`src/rtl/cross_power_conj_mult.sv`:
```
// Cross-power stage of the phase-correlation datapath: joins spectra A and B,
// forms A*conj(B) per bin, rounds/scales/saturates it, and frames the output stream.
module cross_power_conj_mult #(
  parameter int DW    = 16,
  parameter int N     = 128,
  parameter int ROWS  = 128,
  parameter int SHIFT = 15
) (
  input  logic          clk,
  input  logic          rst_n,
  input  logic [2*DW-1:0] s_a_tdata,
  input  logic          s_a_tvalid,
  output logic          s_a_tready,
  input  logic [2*DW-1:0] s_b_tdata,
  input  logic          s_b_tvalid,
  output logic          s_b_tready,
  output logic [2*DW-1:0] m_tdata,
  output logic          m_tvalid,
  input  logic          m_tready,
  output logic          m_tlast,
  output logic          frame_done,
  output logic          ovf,
  input  logic          ovf_clr
);

  localparam int PW  = 2 * DW;
  localparam int SW  = 2 * DW + 1;
  localparam int RW  = 2 * DW + 2;
  localparam int CW  = (N > 1) ? $clog2(N) : 1;
  localparam int RBW = (ROWS > 1) ? $clog2(ROWS) : 1;
  localparam logic signed [RW-1:0] RND  = RW'(64'd1 << (SHIFT - 1));
  localparam logic signed [RW-1:0] MAXV = RW'((64'd1 << (DW - 1)) - 64'd1);
  localparam logic signed [RW-1:0] MINV = ~MAXV;

  // Returns {clipped, value}: round half up, arithmetic shift, clamp to DW bits.
  function automatic logic [DW:0] round_sat(input logic signed [SW-1:0] x);
    logic signed [RW-1:0] r;
    r = (RW'(x) + RND) >>> SHIFT;
    if (r > MAXV)      return {1'b1, MAXV[DW-1:0]};
    else if (r < MINV) return {1'b1, MINV[DW-1:0]};
    else               return {1'b0, r[DW-1:0]};
  endfunction

  logic signed [DW-1:0] ar, ai, br, bi;
  logic stall, en, accept, xfer, col_last, row_last;
  logic [DW:0] re_rs, im_rs;

  logic                 v1_d, v1_q, v2_d, v2_q;
  logic signed [PW-1:0] p_rr_d, p_rr_q, p_ii_d, p_ii_q, p_ir_d, p_ir_q, p_ri_d, p_ri_q;
  logic signed [SW-1:0] re_s_d, re_s_q, im_s_d, im_s_q;
  logic                 m_tvalid_d, m_tvalid_q;
  logic [PW-1:0]        m_tdata_d, m_tdata_q;
  logic                 ovf_d, ovf_q, frame_done_d, frame_done_q;
  logic [CW-1:0]        col_d, col_q;
  logic [RBW-1:0]       row_d, row_q;

  assign ar = s_a_tdata[DW-1:0];
  assign ai = s_a_tdata[2*DW-1:DW];
  assign br = s_b_tdata[DW-1:0];
  assign bi = s_b_tdata[2*DW-1:DW];

  assign stall    = m_tvalid_q & ~m_tready;
  assign en       = ~stall;
  assign xfer     = m_tvalid_q & m_tready;
  assign col_last = (col_q == CW'(N - 1));
  assign row_last = (row_q == RBW'(ROWS - 1));

  // Readies are gated by rst_n so nothing is acknowledged while held in reset.
  assign s_a_tready = rst_n & s_b_tvalid & en;
  assign s_b_tready = rst_n & s_a_tvalid & en;
  assign accept     = rst_n & s_a_tvalid & s_b_tvalid & en;

  assign re_rs = round_sat(re_s_q);
  assign im_rs = round_sat(im_s_q);

  assign m_tdata    = m_tdata_q;
  assign m_tvalid   = m_tvalid_q;
  assign m_tlast    = m_tvalid_q & col_last;
  assign frame_done = frame_done_q;
  assign ovf        = ovf_q;

  always_comb begin
    v1_d = v1_q;  v2_d = v2_q;  m_tvalid_d = m_tvalid_q;
    p_rr_d = p_rr_q;  p_ii_d = p_ii_q;  p_ir_d = p_ir_q;  p_ri_d = p_ri_q;
    re_s_d = re_s_q;  im_s_d = im_s_q;
    m_tdata_d = m_tdata_q;
    col_d = col_q;  row_d = row_q;
    if (en) begin
      v1_d       = accept;
      v2_d       = v1_q;
      m_tvalid_d = v2_q;
    end
    if (accept) begin
      p_rr_d = PW'(ar) * PW'(br);
      p_ii_d = PW'(ai) * PW'(bi);
      p_ir_d = PW'(ai) * PW'(br);
      p_ri_d = PW'(ar) * PW'(bi);
    end
    if (en && v1_q) begin
      re_s_d = SW'(p_rr_q) + SW'(p_ii_q);
      im_s_d = SW'(p_ir_q) - SW'(p_ri_q);
    end
    if (en && v2_q) m_tdata_d = {im_rs[DW-1:0], re_rs[DW-1:0]};
    // Clear wins over a set landing in the same cycle.
    ovf_d = ovf_q | (en & v2_q & (re_rs[DW] | im_rs[DW]));
    if (ovf_clr) ovf_d = 1'b0;
    if (xfer) begin
      col_d = col_last ? '0 : col_q + CW'(1);
      if (col_last) row_d = row_last ? '0 : row_q + RBW'(1);
    end
    frame_done_d = xfer & col_last & row_last;
  end

  always_ff @(posedge clk or negedge rst_n) begin
    if (!rst_n) begin
      v1_q <= 1'b0;  v2_q <= 1'b0;  m_tvalid_q <= 1'b0;
      p_rr_q <= '0;  p_ii_q <= '0;  p_ir_q <= '0;  p_ri_q <= '0;
      re_s_q <= '0;  im_s_q <= '0;
      m_tdata_q <= '0;
      ovf_q <= 1'b0;  frame_done_q <= 1'b0;
      col_q <= '0;  row_q <= '0;
    end else begin
      v1_q <= v1_d;  v2_q <= v2_d;  m_tvalid_q <= m_tvalid_d;
      p_rr_q <= p_rr_d;  p_ii_q <= p_ii_d;  p_ir_q <= p_ir_d;  p_ri_q <= p_ri_d;
      re_s_q <= re_s_d;  im_s_q <= im_s_d;
      m_tdata_q <= m_tdata_d;
      ovf_q <= ovf_d;  frame_done_q <= frame_done_d;
      col_q <= col_d;  row_q <= row_d;
    end
  end

endmodule

```
`config.mk`:
```
export PLATFORM = sky130hd
export DESIGN_NAME = cross_power_conj_mult
export DESIGN_NICKNAME = d
export VERILOG_FILES = /design/src/rtl/cross_power_conj_mult.sv
export SDC_FILE = /design/constraint.sdc
export NUM_CORES = 2
export LEC_CHECK = 0
export ABC_CLOCK_PERIOD_IN_PS = 3100
export CORE_MARGIN = 1
export CORE_UTILIZATION = 44
export CTS_BUF_LIST = sky130_fd_sc_hd__clkbuf_8
export DETAILED_ROUTE_END_ITERATION = 8
export GPL_TIMING_DRIVEN = 0
export PLACE_DENSITY = 0.57
export REMOVE_ABC_BUFFERS = 1
export SYNTH_ARGS = -nofsm -noshare
export SYNTH_HDL_FRONTEND = slang
export SYNTH_SLANG_ARGS = --single-unit
export TNS_END_PERCENT = 30
```
`constraint.sdc`:
```
create_clock -name clk -period 3.1 [get_ports clk]
set_input_delay 0.62 -clock clk [delete_from_list [all_inputs] [get_ports clk]]
set_output_delay 0.62 -clock clk [all_outputs]
set_load 0.02 [all_outputs]
```
==> results.cfg <==
[die]
initial_utilization_pct = 44.4
io_pins = 108
fp.coreArea_sq_mm = 0.114
die-height_um = 342
rows = 124
die-width_um = 342
dieArea_sq_mm = 0.117

[place]
dp_slack_ps = -5450
finalWeightedCongestion = 0.877
io_buffers = 107
hpwl_um = 97500
dpl.cell_count = 7025

[synthesis]
synth_cell_type_count = 77
synth_top_area_share_pct = 41.3
synth-edff-count = 0
netlist_top_cells_area = fa_1 41%, dfrtp_1 11%, ha_1 9.7%
syn-mean-instance-area_sq_um = 9.00
yosysTopAreaCell = fa_1
ys_seq_area_share_pct = 10.7
ys.flop_type = dfrtp_1
async_flop_share_pct = 100
synthTopCellsByCount = 1244 x inv_1, 1048 x fa_1, 788 x nand2_1
ys_ff_latch = 217
yosys_warnings = 0
synth.most_common_cell = inv_1
synth_cells = 5636
synth_area_sq_mm = 0.0507

[final_layout]
area_growth_pct = 20.7
nets = 7365
fin_cells = 7408
drive_gt1_share_pct = 15.0

[clocking]
numCtsBuffers = 49
h-tree-depth = 2
cts_sinks = 217
clock_path_buffers = 3
cts_tree = yes
cts_root_buf = clkbuf_8
clk_pin_slew_ps = 60
insertion_delay_ps = 670

[timing]
fin_skew_ps = 36.5
slew_viol_final = 0
setup_slack_ps = -2770
worst_pin_slew_ps = 1210
setup_viol = 118
layout_min_cycle_time_ps = 5870
grt_setup_unrepaired = yes
final_hold_viol_count = 0
finalCritPeriodShare_pct = 189
fmax_mhz = 170
slew_headroom_pct = 18.8

[route]
vias_per_cell = 5.30
routedWlPerCell_um = 21.5
drt_first_pass_iters = 6
drt_iter0_markers = 2461
ant_nets = 0
wl_um = 159000
drc_errors = 0
vias = 39300

[status]
violations = setup timing
status = finished with violations

[setup_path]
r2r-start = p_ir_q[8]
critPathKind = in2reg
startpoint_type = primary input
required_ps = 3680
cp_max_fo = 5
critPathCaptureType = flip-flop
worst_ep_arrival_time_ps = 6440
cp-startpoint = s_a_tdata[9]
r2r_cells = 9

[grt]
antenna_found_initial = 9
track_usage_pct = 27.9
grt_start_max_net_pins = 97
grt_pass1_vias = 40300
grt_first_pass_wirelength_um = 245000
grt_overflow = 0

[flow_run]
cap_violations = 0

[hold_path]
min_path_type = in2async
## cell usage in the layout, fill, tap and decap left out, types with 27 or more instances in the layout
cell type	instances
buf_6	57
fa_2	41
nor2_1	95
buf_4	158
o21ai_1	40
a21o_1	54
dfrtp_1	217
inv_2	51
buf_12	43
and2_4	46
o21ai_0	173
fa_1	1007
ha_4	60
clkdlybuf4s50_1	42
xor2_1	67
and2_1	446
clkbuf_8	63
nand2_2	29
nand2_1	747
ha_1	323
nand3_1	61
buf_16	68
a21oi_1	111
a21oi_2	27
xnor2_1	116
nand2b_1	30
inv_1	1201
nor3_1	27
## through the flow
step / utilization (%) / setup TNS [ps] / cell area (sq um) / hold WS, ps
finish: 53.6 / -205410 / 61200 / 17.5
detailed placement: 46.4 / -454130 / 53000 / 454
floorplan: - / -281140 / 49800 / 324
CTS: 52.3 / -201440 / 59800 / 12.8
global placement: 46.1 / -3740480 / 52800 / 445
global route: 53.5 / -223580 / 61200 / 50.5
## registers in the layout (all words and copies together) (netlist names), 19 cells and up
name	cells
p_ii_q	32
p_rr_q	32
m_tdata	32
re_s_q	19
p_ri_q	32
im_s_q	19
p_ir_q	32
## what timing repair did
| action | 4_1_cts | 5_1_grt |
|---|---|---|
| buffers inserted | 174 | 67 |
| pin swaps | 216 | 196 |
| resized for setup | 789 | 223 |
| endpoints found under the hold margin | 31 | 0 |
| setup endpoints to repair | 125 | 143 |
| hold buffers | 2 | 0 |
| gates cloned | 49 | 4 |
## per-layer routing
layer,vias up,global-route usage (%),routed length [um]
met1,20300,40.1,69400
met5,-,0,19
li1,17600,-,-
met2,1152,43.1,70400
met4,2,9.37,7120
met3,245,4.31,12100
## cell families after synthesis
group / share of synthesized area, %
mux: 0.244
simple gates: 15.7
flops: 10.7
fa+ha+maj: 51.1
compound gates: 7.88
buf+inv: 11.1
xor+xnor: 3.30
## final timing paths
path	to	slack, ps
hold / removal	p_ir_q[0]	20
setup / recovery	p_rr_q[29]	-2770
max in group asynchronous	p_ri_q[21]	2140
min in group clk	p_ir_q[0]	290
hold reg to reg	p_ri_q[0]	470
setup reg to reg	im_s_q[27]	-330
## cell type report
type	instances	area (sq um)
Fill cell	10300	53100
Multi-Input combinational cell	3924	41900
Timing Repair Buffer	416	6180
Sequential cell	217	5430
Inverter	1244	4680
Tap cell	1512	1890
Clock buffer	63	867
Clock inverter	24	214
Antenna cell	7	17.5
Timing Repair inverter	1	7.51
## worst max-delay path, stage by stage
cell and delay, ps:
buf_12 100, buf_12 130, buf_12 140, and2_4 160
fa_1 510, inv_2 40, fa_1 460, fa_1 510
inv_2 40, fa_1 510, fa_1 570, inv_2 40
fa_1 510, inv_2 50, ha_4 270, and4_4 210
nand4_1 260, a2111oi_4 540, nor3_4 120, a21oi_4 230
a31oi_2 120, xor2_1 150, o21ai_1 130
Power is left out: the tool's default activity adds up to more than one toggle a clock period on the data nets, which glitch-free logic cannot reach.
